[config.mk]
export PLATFORM = sky130hd
export DESIGN_NAME = cheri_tsmap_painter
export DESIGN_NICKNAME = d
export VERILOG_FILES = /design/src/rtl/cheri_pkg.sv /design/src/rtl/cheri_tsmap_mask_gen.sv /design/src/rtl/cheri_tsmap_painter.sv
export SDC_FILE = /design/constraint.sdc
export NUM_CORES = 1
export LEC_CHECK = 0
export ABC_AREA = 1
export BUFFER_PORTS_ARGS = -buffer_cell sky130_fd_sc_hd__buf_2
export CELL_PAD_IN_SITES_DETAIL_PLACEMENT = 0
export CELL_PAD_IN_SITES_GLOBAL_PLACEMENT = 1
export CORE_MARGIN = 2
export CORE_UTILIZATION = 45
export DETAILED_ROUTE_END_ITERATION = 8
export HOLD_SLACK_MARGIN = 0.03
export PLACE_DENSITY = 0.94
export SETUP_SLACK_MARGIN = 0.4
export SLEW_MARGIN = 25
export SYNTH_ARGS = -nofsm -noshare
export SYNTH_HDL_FRONTEND = slang
export SYNTH_HIERARCHICAL = 1
export SYNTH_SLANG_ARGS = --single-unit
export TNS_END_PERCENT = 1
[constraint.sdc]
create_clock -name clk_i -period 7 [get_ports clk_i]
set_clock_uncertainty 0.15 [all_clocks]
set_input_delay 1.4 -clock clk_i [delete_from_list [all_inputs] [get_ports clk_i]]
set_output_delay 1.4 -clock clk_i [all_outputs]
set_load 0.05 [all_outputs]
[src/rtl/cheri_pkg.sv]
// Shared constants and the painter state encoding for the CHERI TSMAP revocation painter.
package cheri_pkg;

   localparam int unsigned TSMAP_GRAN_SHIFT = 3;
   localparam int unsigned TSMAP_WORD_BITS  = 5;

   typedef enum logic [2:0] {
      PS_IDLE  = 3'd0,
      PS_READ  = 3'd1,
      PS_LATCH = 3'd2,
      PS_WRITE = 3'd3,
      PS_DONE  = 3'd4
   } painter_state_e;

endpackage

[src/rtl/cheri_tsmap_mask_gen.sv]
// Combinational bit mask for one TSMAP word: trims bits below lo on the first word
// and bits above hi on the last word of a painted region.
module cheri_tsmap_mask_gen
   import cheri_pkg::*;
(
   input  logic [TSMAP_WORD_BITS-1:0] lo_i,
   input  logic [TSMAP_WORD_BITS-1:0] hi_i,
   input  logic                       first_i,
   input  logic                       last_i,
   output logic [31:0]                mask_o
);

   always_comb begin
      mask_o = '1;
      if (first_i) mask_o = mask_o & ({32{1'b1}} << lo_i);
      if (last_i)  mask_o = mask_o & ({32{1'b1}} >> (5'd31 - hi_i));
   end

endmodule

[src/rtl/cheri_tsmap_painter.sv]
// Paints (sets or clears) the TSMAP revocation bits covering a heap byte range,
// one read-modify-write per 32-bit TSMAP word.
module cheri_tsmap_painter
   import cheri_pkg::*;
#(
   parameter logic [31:0] HeapBase  = 32'h2001_0000,
   parameter int unsigned TSMapSize = 1024
) (
   input  logic        clk_i,
   input  logic        rst_ni,
   input  logic        req_valid_i,
   output logic        req_ready_o,
   input  logic [31:0] req_base_i,
   input  logic [31:0] req_len_i,
   input  logic        req_set_i,
   output logic        done_o,
   output logic        err_o,
   output logic        busy_o,
   output logic        tsmap_cs_o,
   output logic        tsmap_we_o,
   output logic [15:0] tsmap_addr_o,
   output logic [31:0] tsmap_wdata_o,
   input  logic        tsmap_gnt_i,
   input  logic [31:0] tsmap_rdata_i
);

   localparam logic [31:0] MapWords = 32'(TSMapSize);

   painter_state_e state_q, state_d;
   logic [31:0]    g0_q, g0_d, g1_q, g1_d;
   logic [26:0]    word_q, word_d;
   logic [31:0]    data_q, data_d;
   logic           set_q, set_d, err_q, err_d;

   logic [32:0]    end33;
   logic [31:0]    g0_acc, g1_acc;
   logic           req_err, req_zero;
   logic           first_word, last_word;
   logic [31:0]    mask;

   // End address is computed one bit wider so a wrap past 4 GiB is detectable.
   assign end33    = {1'b0, req_base_i} + {1'b0, req_len_i} - 33'd1;
   assign g0_acc   = (req_base_i - HeapBase) >> TSMAP_GRAN_SHIFT;
   assign g1_acc   = (end33[31:0] - HeapBase) >> TSMAP_GRAN_SHIFT;
   assign req_zero = (req_len_i == 32'd0);
   assign req_err  = !req_zero &&
                     ((req_base_i < HeapBase) || end33[32] ||
                      ({5'd0, g1_acc[31:TSMAP_WORD_BITS]} >= MapWords));

   assign first_word = (word_q == g0_q[31:TSMAP_WORD_BITS]);
   assign last_word  = (word_q == g1_q[31:TSMAP_WORD_BITS]);

   cheri_tsmap_mask_gen u_mask_gen (
      .lo_i    (g0_q[TSMAP_WORD_BITS-1:0]),
      .hi_i    (g1_q[TSMAP_WORD_BITS-1:0]),
      .first_i (first_word),
      .last_i  (last_word),
      .mask_o  (mask)
   );

   always_ff @(posedge clk_i or negedge rst_ni) begin
      if (!rst_ni) begin
         state_q <= PS_IDLE;
         g0_q    <= '0;
         g1_q    <= '0;
         word_q  <= '0;
         data_q  <= '0;
         set_q   <= 1'b0;
         err_q   <= 1'b0;
      end else begin
         state_q <= state_d;
         g0_q    <= g0_d;
         g1_q    <= g1_d;
         word_q  <= word_d;
         data_q  <= data_d;
         set_q   <= set_d;
         err_q   <= err_d;
      end
   end

   always_comb begin
      state_d = state_q;
      g0_d    = g0_q;
      g1_d    = g1_q;
      word_d  = word_q;
      data_d  = data_q;
      set_d   = set_q;
      err_d   = err_q;
      unique case (state_q)
         PS_IDLE: begin
            if (req_valid_i) begin
               g0_d    = g0_acc;
               g1_d    = g1_acc;
               set_d   = req_set_i;
               err_d   = req_err;
               word_d  = g0_acc[31:TSMAP_WORD_BITS];
               state_d = (req_err || req_zero) ? PS_DONE : PS_READ;
            end
         end
         PS_READ:  if (tsmap_gnt_i) state_d = PS_LATCH;
         PS_LATCH: begin
            data_d  = tsmap_rdata_i;
            state_d = PS_WRITE;
         end
         PS_WRITE: begin
            if (tsmap_gnt_i) begin
               if (last_word) begin
                  state_d = PS_DONE;
               end else begin
                  word_d  = word_q + 27'd1;
                  state_d = PS_READ;
               end
            end
         end
         PS_DONE:  state_d = PS_IDLE;
         default:  state_d = PS_IDLE;
      endcase
   end

   assign req_ready_o   = (state_q == PS_IDLE);
   assign busy_o        = (state_q != PS_IDLE);
   assign done_o        = (state_q == PS_DONE);
   assign err_o         = done_o && err_q;
   assign tsmap_cs_o    = (state_q == PS_READ) || (state_q == PS_WRITE);
   assign tsmap_we_o    = (state_q == PS_WRITE);
   assign tsmap_addr_o  = word_q[15:0];
   assign tsmap_wdata_o = set_q ? (data_q | mask) : (data_q & ~mask);

endmodule

== Word-level counts from Yosys, hierarchy flattened ==
Index checks and enable logic that the tools add are counted.

* Magnitude comparators: 2
* Eq/ne operators: 10
* Shifts and indexed selects: 2
* Mux-type cells: 13
* Reduce and logical (&&, ||, !) cells: 14
* Bitwise gates (word level): 4
* Add/sub/neg operators: 6

{| class="wikitable"
|+ Operator list
! kind !! count
|-
| 32-bit two-way mux || 3
|-
| 27-bit two-way mux || 3
|-
| 32-bit bitwise AND || 2
|-
| 32-bit by 30-bit subtractor with 32-bit output (second input constant) || 2
|-
| 27-bit by 24-bit == test with 1-bit output || 2
|-
| 27-bit case mux with 2 select lines || 1
|-
| 32-bit by 32-bit adder with 33-bit output || 1
|-
| 33-bit by 1-bit subtractor with 33-bit output (second input constant) || 1
|-
| 32-bit zero test || 1
|-
| 32-bit by 30-bit < comparator with 1-bit output (second input constant) || 1
|-
| 32-bit NOT || 1
|-
| 32-bit bitwise OR || 1
|-
| 32-bit by 5-bit << shifter with 32-bit output (first input constant) || 1
|-
| 32-bit by 5-bit >> shifter with 32-bit output (first input constant) || 1
|-
| 27-bit by 1-bit adder with 27-bit output (second input constant) || 1
|-
| 24-bit by 11-bit greater-or-equal comparator with 1-bit output (second input constant) || 1
|-
| 3-bit two-way mux || 5
|-
| 3-bit case mux with 4 select lines || 1
|-
| 3-bit by 2-bit == test with 1-bit output (second input constant) || 2
|-
| 2-bit inequality test (second input constant) || 3
|-
| 5-bit subtractor (first input constant) || 1
|-
| 1-bit logical OR || 4
|-
| 4-bit AND reduction || 1
|-
| 3-bit by 1-bit == test with 1-bit output (second input constant) || 1
|-
| 9 further kinds || 10
|}

* Logic and storage cells: 58
* Output and inout bits: 54
* Bits in registers: 122

== Longest topological paths before layout ==
Gate-level depths: netlist of run 1.

* Depth after elaboration: 10
* Gate-level depth with buffers: 30
* Mapped depth without buffers: 30

== Hierarchy ==
Netlist of run 1, hierarchy kept.

{| class="wikitable"
|+ Modules (own cells, without submodules)
! module !! area each (um^2) !! seq. area each (um^2) !! times used !! cells an instance
|-
| cheri_tsmap_painter || 10506.3 || 3052.9 || 1 || 1563
|-
| cheri_tsmap_mask_gen || 720.7 || 0.0 || 1 || 153
|}

== Worst setup path before layout of run 1 ==
No wires, ideal clock.

* Path kind: reg-to-output
* From: register word_q[6]
* To: output port tsmap_wdata_o[14]
* Buffers on the path: 2
* Data required time: 5.450 ns
* Data arrival time: 2.790 ns
* Slack: 2.660 ns
* Stages on the path, launching flop included: 15
* Path through: dfrtp_1 -> clkbuf_1 -> xor2_1 -> a21oi_1 -> nand3_1 -> nor4_1 -> nand2_1 -> nor4_1 -> buf_6 -> nand2_2 -> o21ai_2 -> nand2_1 -> nand2_1 -> inv_1 -> a21oi_1

* Longest elaborated chain between the ends: 7
* Elaborated cells on any way between the ends: 9
* Those cells by class: eq/ne: 2; mux: 3; bitwise: 4

{| class="wikitable"
|+ RTL lines
! what !! RTL line !! source
|-
| start, declared || cheri_tsmap_painter.sv:31 || <nowiki>logic [26:0] word_q, word_d;</nowiki>
|-
| start signal, assigned || cheri_tsmap_painter.sv:74 || <nowiki>word_q <= word_d;</nowiki>
|-
| 27-bit by 24-bit == test with 1-bit output * || cheri_tsmap_painter.sv:50 || <nowiki>assign first_word = (word_q == g0_q[31:TSMAP_WORD_BITS]);</nowiki>
|-
| via first_word || cheri_tsmap_painter.sv:38 || <nowiki>logic first_word, last_word;</nowiki>
|-
| 32-bit two-way mux * || cheri_tsmap_mask_gen.sv:15 || <nowiki>if (first_i) mask_o = mask_o & ({32{1'b1}} << lo_i);</nowiki>
|-
| 32-bit bitwise AND || cheri_tsmap_mask_gen.sv:16 || <nowiki>if (last_i) mask_o = mask_o & ({32{1'b1}} >> (5'd31 - hi_i));</nowiki>
|-
| 32-bit two-way mux * || cheri_tsmap_mask_gen.sv:16 ||
|-
| via mask[14] || cheri_tsmap_painter.sv:39 || <nowiki>logic [31:0] mask;</nowiki>
|-
| 32-bit NOT || cheri_tsmap_painter.sv:127 || <nowiki>assign tsmap_wdata_o = set_q ? (data_q | mask) : (data_q & ~mask);</nowiki>
|-
| 32-bit bitwise AND || cheri_tsmap_painter.sv:127 ||
|-
| 32-bit two-way mux * || cheri_tsmap_painter.sv:127 ||
|-
| end, declared || cheri_tsmap_painter.sv:22 || <nowiki>output logic [31:0] tsmap_wdata_o,</nowiki>
|}

The timed path passes the listed nets; every way through them passes the cells marked *.

== Worst setup path after layout of run 1 ==
* From: register word_q[2]
* To: output port tsmap_wdata_o[3]

* Elaborated cells on any way between the ends: 9
* Those cells by class: eq/ne: 2; mux: 3; bitwise: 4

{| class="wikitable"
|+ RTL lines
! what !! RTL line !! source
|-
| 27-bit by 24-bit == test with 1-bit output * || cheri_tsmap_painter.sv:51 || <nowiki>assign last_word = (word_q == g1_q[31:TSMAP_WORD_BITS]);</nowiki>
|-
| via last_word || cheri_tsmap_painter.sv:38 ||
|-
| 32-bit two-way mux * || cheri_tsmap_mask_gen.sv:16 ||
|-
| via mask[3] || cheri_tsmap_painter.sv:39 ||
|-
| 32-bit NOT || cheri_tsmap_painter.sv:127 ||
|-
| 32-bit bitwise AND || cheri_tsmap_painter.sv:127 ||
|-
| 32-bit two-way mux * || cheri_tsmap_painter.sv:127 ||
|}

Marked as above.

==> metrics.md, run 1 <==
| Metric | Value |
|---|---|
| CTS tree | yes |
| EDFF count, synth | 0 |
| First-pass GRT wire length | 54230 um |
| Max_slew headroom | 0.3091 |
| Initial antenna violation count | 0 |
| Synth Area in Adders | 0.07244 |
| # DRC | 0 |
| Leak Pwr | 6.979 nW |
| Final Non-Filler Cells | 2177 |
| Antenna fix cells | 0 |
| Syn_area_per_cell | 6.543 um^2 |
| Worst setup path startpoint | word_q[2] |
| Mux share of post-synthesis cell area | 0.03210 |
| Number of global-route vias before repair | 10420 |
| GR Overflow Total | 0 |
| Worst-skew pair later-pin latency | 0.42 ns |
| Critical Path Fanout Max | 12 |
| Tmin final | 5.062 ns |
| Max Cap Viol | 0 |
| Commonest cells after routing, fill and taps aside | 485 x nand2_1, 301 x inv_1, 153 x buf_2 |
| Synth Area in Simple Gates | 0.3323 |
| Hold Path Class | flip-flop to flip-flop |
| Routed WL | 33770 um |
| Setup-failing EPs final | 0 |
| Area Overhead vs Synth | 13.98% |
| Hold path depth | 2 |
| First drt pass iteration count | 5 |
| Buffers added on ports | 154 |
| Largest net degree at the start of global routing | 74 |
| Clock Tree Root | clkbuf_16 |
| FF+latch count, synth | 122 |
| Fill cells | 2504 |
| Combinational share of power | 0.508 |
| TritonCTS Buffers | 17 |
| H-tree depth | 4 |
| Initial Util | 0.4603 |
| Post-cts resize count | 0 |
| RSZ-0062 raised after global routing | false |
| Worst reg2reg setup slack | 3.41 ns |
| Internal | 2.227 mW |
| F_max | 197.6 MHz |
| Via density per instance | 5.131 |
| Fin crit share | 0.7231 |
| Distinct cells, synth | 54 |
| Total number of vias | 11170 |
| Mapped Cells | 1716 |
| Hold_buf cts | 0 |
| Worst Reg2Reg Path Length in Cells | 13 |
| Critical path class | flip-flop to output port |
| Number of instances in the placed design | 2145 |
| Switch share | 0.5074 |
| Xor/xnor cell area share of the yosys netlist | 0.05071 |
| Routability cong. | 0.9547 |
| Final Core Density | 0.5246 |
| Post-CTS Setup Bufs | 0 |
| Die height | 162.0 um |
| Reg-to-Reg End | word_q[26] |
| Critical path endpoint | tsmap_wdata_o[3] |
| Slowest-stage cell, CP | nor4_1 |
| Crit start category | flip-flop |
| Share of cells above drive strength 1 | 0.1705 |
| CP peak stage delay | 0.50 ns |
| Register clock-pin slew on the reported worst setup and hold paths | 0.06 ns |
| Final count of hold timing violations | 0 |
| Ys async rst share | 1.000 |
| NetSw | 2.294 mW |
| Clock network power share | 0.206 |
| Syn Nets | 1882 |
| Placement Rows | 57 |
| Crit path DAT | 3.51 ns |
| Maximum VDD drop | 0.2493 mV |
| Commonest register cell after synthesis | dfrtp_1 |
| Worst-Margin Slew | 1.035 ns |
| CTS max path bufs | 2 |
| Commonest non-fill, non-tap cell in the layout | nand2_1 |
| Post-synthesis sequential area ratio | 0.2719 |
| Nets | 2006 |
| Run status | complete, no violations |
| Sequential power share | 0.286 |
| WP data required | 5.45 ns |
| Synth warn | 6 |
| TNS Setup | 0 ns |
| IO Pins | 155 |
| Core region area | 24390 um^2 |
| Hpwl dp | 27420 um |
| Crit Reg-Reg Startpoint | word_q[2] |
| Compound-Gate Fraction of Synth Area | 0.1050 |
| Cell Chain, Critical Path | xor2_1 > nor4_1 > nand4_1 > nor2_1 > buf_4 > inv_8 > nor2_4 > nand2_1 > o21a_1 > a21oi_1 > buf_2 |
| Crit end category | output port |
| Die width | 162.0 um |
| Post-Syn Area | 11230 um^2 |
| Slew Limit Fails | 0 |
| # clock sinks | 122 |
| Hold WS | 0.3381 ns |
| Post-DRT Antenna Nets | 0 |
| Global Route Usage Sum | 0.2604 |
| Largest family of logic cells by synthesized area | simple AND/OR/NAND/NOR gates |
| Routed len/inst | 15.51 um |
| Die area | 26230 um^2 |
| Power Density | 353.2 nW/um^2 |
| DR iter-0 viols | 887 |
[cell usage after synthesis, drive strengths merged (2+ instances only)]
library cell | instances | share of area
a21boi | 2 | 0.0013
or2 | 3 | 0.0017
nor4 | 15 | 0.0089
a21oi | 95 | 0.042
a2bb2oi | 3 | 0.0023
mux2 | 32 | 0.032
ha | 65 | 0.072
nand4 | 30 | 0.017
a211oi | 2 | 0.0013
dfrtp | 122 | 0.27
o21bai | 4 | 0.0037
nor2 | 162 | 0.065
xnor2 | 28 | 0.022
inv | 319 | 0.11
o21a | 6 | 0.0040
and2 | 2 | 0.0011
clkbuf | 30 | 0.010
nand3 | 88 | 0.043
o211ai | 5 | 0.0033
xor2 | 37 | 0.029
a31oi | 5 | 0.0028
buf | 27 | 0.018
a22oi | 2 | 0.0013
nand3b | 7 | 0.0047
o21ai | 85 | 0.038
nand2 | 514 | 0.18
nor3 | 18 | 0.010
[area by class of cell]
cell class,instances,area [um^2],area share
clock buffer,17,425.4,0.03325
clock inverter,15,200.2,0.01564
inverter,320,1210,0.09455
multi-input combinational,1217,6669,0.5212
sequential,122,3053,0.2386
tap,324,405.4,0.03168
timing repair buffer,162,833.3,0.06512
[per-stage QoR]
stage | area (um^2) | power (mW) | setup slack, ns
2_1_floorplan | 11230 | 3.032 | 2.660
3_3_place_gp | 12170 | 3.541 | 2.069
3_5_place_dp | 12170 | 3.566 | 2.039
4_1_cts | 12790 | 4.518 | 1.965
5_1_grt | 12800 | 4.832 | 1.857
6_report | 12800 | 4.520 | 1.938
[worst min path at each step]
stage	from	end
final	g0_q[15]	g0_q[15]
after global routing	g0_q[15]	g0_q[15]
after CTS	g0_q[15]	g0_q[15]
after detailed placement	g0_q[15]	g0_q[15]
after global placement	g0_q[15]	g0_q[15]
after floorplan	g1_q[3]	g1_q[3]
[state kept, by name, summed over array words and instances (netlist names)]
signal	count
word_q	27
err_q	1
g0_q	29
g1_q	29
state_q	3
data_q	32
set_q	1
[worst max-delay path: cells and delay by family, from the launching register on]
family	cells	cell delay, ns
and+or+nand+nor	5	1.46
buffers and inverters	3	0.62
DFF	1	0.47
AOI/OAI and AO/OA	2	0.34
xor gates and xnor gates	1	0.20
[logic make-up (layout without fill, tap and decap cells)]
logic type                 after synthesis  after routing
muxes                                   32             32
AOI/OAI and AO/OA                      215            215
adders and majority gates               65             65
DFF                                    122            122
buffers and inverters                  377            514
xor gates and xnor gates                65             65
and+or+nand+nor                        840            840
[power by group through the flow]
stage | Combinational [mW] | Clock (mW) | Sequential (mW)
4_1_cts | 2.29 | 0.944 | 1.28
3_5_place_dp | 2.27 | 0 | 1.29
3_3_place_gp | 2.25 | 0 | 1.29
6_report | 2.30 | 0.932 | 1.29
2_1_floorplan | 1.89 | 0 | 1.14
5_1_grt | 2.53 | 0.975 | 1.33
[metal layers]
metal  track usage  routed length (um)
met2        0.4033               14580
met1        0.3798               16500
met4       0.08689                1023
met5             0                   0
met3       0.02758                1660
(Power assumes the default switching activity.)
==> run 2, diff against run 1 <==
--- a/config.mk
+++ b/config.mk
@@ -10,10 +10,10 @@
 export CELL_PAD_IN_SITES_DETAIL_PLACEMENT = 0
 export CELL_PAD_IN_SITES_GLOBAL_PLACEMENT = 1
 export CORE_MARGIN = 2
-export CORE_UTILIZATION = 45
+export CORE_UTILIZATION = 42
 export DETAILED_ROUTE_END_ITERATION = 8
 export HOLD_SLACK_MARGIN = 0.03
-export PLACE_DENSITY = 0.94
+export PLACE_DENSITY = 0.89
 export SETUP_SLACK_MARGIN = 0.4
 export SLEW_MARGIN = 25
 export SYNTH_ARGS = -nofsm -noshare
==> constraint.sdc (replaced) <==
create_clock -name clk_i -period 5.2 [get_ports clk_i]
set_clock_uncertainty 0.15 [all_clocks]
set_input_delay 1.04 -clock clk_i [delete_from_list [all_inputs] [get_ports clk_i]]
set_output_delay 1.04 -clock clk_i [all_outputs]
set_load 0.05 [all_outputs]
==> run 2 against run 1 <==
  * The flow now finishes with violations (DRC)
  * Sequential power increased by 36%
  * Hold slack improved by 0.0098 ns
  * Final cell count increased by 0.69%
==> metrics.md, run 2 (synthesis gave the netlist of run 1 again) <==
| Metric | Value |
|---|---|
| Register clock-pin slew on the reported worst setup and hold paths | 0.06 ns |
| Clock Tree Root | clkbuf_16 |
| Largest net degree at the start of global routing | 74 |
| Routed len/inst | 15.82 um |
| Critical Path Fanout Max | 12 |
| CTS max path bufs | 2 |
| IO Pins | 155 |
| Hold Path Class | flip-flop to flip-flop |
| Nets | 2010 |
| Switch share | 0.5090 |
| Crit end category | output port |
| NetSw | 3.115 mW |
| # clock sinks | 122 |
| Total number of vias | 11160 |
| Area Overhead vs Synth | 14.37% |
| Routed WL | 34680 um |
| Post-DRT Antenna Nets | 0 |
| Leak Pwr | 6.996 nW |
| Final count of hold timing violations | 0 |
| Post-cts resize count | 0 |
| TritonCTS Buffers | 17 |
| Worst Reg2Reg Path Length in Cells | 15 |
| Critical path class | flip-flop to output port |
| Max_slew headroom | 0.3577 |
| WP data required | 4.01 ns |
| Max Cap Viol | 0 |
| Critical path endpoint | tsmap_wdata_o[8] |
| TNS Setup | 0 ns |
| Hold path depth | 2 |
| Die height | 167.5 um |
| Initial Util | 0.4296 |
| First drt pass iteration count | 7 |
| Maximum VDD drop | 0.2269 mV |
| Crit Reg-Reg Startpoint | word_q[2] |
| Hpwl dp | 28000 um |
| DR iter-0 viols | 767 |
| F_max | 223.4 MHz |
| Routability cong. | 0.9230 |
| Core region area | 26130 um^2 |
| Hold WS | 0.3479 ns |
| Cell area after layout | 12840 um^2 |
| Clock network power share | 0.206 |
| Hold_buf cts | 0 |
| Sequential power share | 0.288 |
| Total power | 6.120 mW |
| CP top delay family | simple AND/OR/NAND/NOR gates |
| Fin crit share | 0.8607 |
| Initial antenna violation count | 0 |
| Failing checks | DRC |
| Share of cells above drive strength 1 | 0.1723 |
| Via density per instance | 5.090 |
| GR Overflow Total | 0 |
| First-pass GRT wire length | 55720 um |
| Setup-failing EPs final | 0 |
| Register Area | 3053 um^2 |
| Internal | 3.005 mW |
| Worst path buffer plus inverter count | 3 |
| Regs by FF count | data_q: 32 flops, g0_q: 29 flops, g1_q: 29 flops |
| Combinational share of power | 0.506 |
| # DRC | 14 |
| Run status | finished with violations |
| H-tree depth | 4 |
| CP peak stage delay | 0.51 ns |
| CTS tree | yes |
| Post-CTS Setup Bufs | 0 |
| Worst-Margin Slew | 0.9575 ns |
| Commonest non-fill, non-tap cell in the layout | nand2_1 |
| Max reg flops | 32 |
| Slew Limit Fails | 0 |
| Crit path DAT | 3.29 ns |
| Final Core Density | 0.4913 |
| Worst setup path startpoint | word_q[2] |
| RSZ-0062 raised after global routing | false |
| Most flops, register | data_q |
| Reg-to-Reg End | word_q[26] |
| Global Route Usage Sum | 0.2498 |
| Crit path depth | 11 |
| Number of global-route vias before repair | 10470 |
| Crit start category | flip-flop |
| Cell Chain, Critical Path | xor2_1 > nor4_1 > nand4_1 > nor2_1 > buf_4 > inv_8 > nor2_4 > nand2_1 > a21boi_0 > a21oi_1 > buf_2 |
| Tmin final | 4.476 ns |
| Placement Rows | 59 |
| Buffers added on ports | 154 |
| Area of the multi-input gates | 6669 um^2 |
| Fill cells | 2696 |
| Antenna fix cells | 0 |
| Power Density | 476.7 nW/um^2 |
| Die area | 28050 um^2 |
| Placed cell areas | 12210 um^2 |
| Worst-skew pair later-pin latency | 0.41 ns |
| Slowest-stage cell, CP | nor4_1 |
| Die width | 167.5 um |
| Worst reg2reg setup slack | 1.79 ns |
| Commonest cells after routing, fill and taps aside | 485 x nand2_1, 300 x inv_1, 153 x buf_2 |
[run 2: worst min-delay path by stage]
stage | startpoint | slack [ns] | endpoint
2_1_floorplan | g1_q[3] | 0.30 | g1_q[3]
3_3_place_gp | g0_q[15] | 0.33 | g0_q[15]
3_5_place_dp | g0_q[15] | 0.33 | g0_q[15]
4_1_cts | g0_q[15] | 0.35 | g0_q[15]
5_1_grt | g0_q[20] | 0.38 | g0_q[20]
6_report | g0_q[15] | 0.35 | g0_q[15]
[run 2: worst register-to-register path, stage by stage, from the launching register on]
cell	delay, ns
dfrtp_1	0.49
xor2_1	0.21
nor4_1	0.51
nand4_1	0.17
nor2_1	0.12
buf_4	0.23
nand2_1	0.16
nand4_1	0.11
buf_4	0.26
inv_1	0.17
buf_4	0.21
nand3_1	0.12
nor2_1	0.08
nand2_1	0.09
o21ai_0	0.09
a21oi_1	0.17
[run 2: metrics by stage]
stage	instances	setup WS, ns
after CTS	2192	0.7430
final	2192	0.7244
after detailed placement	2160	0.7279
after floorplan	1716	1.220
after global routing	2192	0.4910
after global placement	2160	0.6935
[run 2: layout make-up]
type,instances,share of cell area
clock buffer,17,0.03313
clock inverter,15,0.01559
inverter,320,0.09423
multi-input combinational,1217,0.5194
sequential,122,0.2378
tap,335,0.03264
timing repair buffer,166,0.06724
[run 2: power groups by stage]
stage               clock, mW  combinational [mW]  sequential [mW]
floorplan                   0                2.54             1.54
global placement            0                3.05             1.75
detailed placement          0                3.07             1.76
CTS                      1.27                3.10             1.75
global route             1.30                3.41             1.81
finish                   1.26                3.10             1.76
[run 2: routing by layer]
metal | routed length, um | vias to the layer above | GRT usage | share of wire
met3 | 1909 | 36 | 0.02813 | 0.055
met2 | 15610 | 328 | 0.4007 | 0.45
met4 | 597 | 0 | 0.06352 | 0.017
met5 | 0 | - | 0 | 0
li1 | - | 5631 | - | -
met1 | 16570 | 5162 | 0.3598 | 0.48
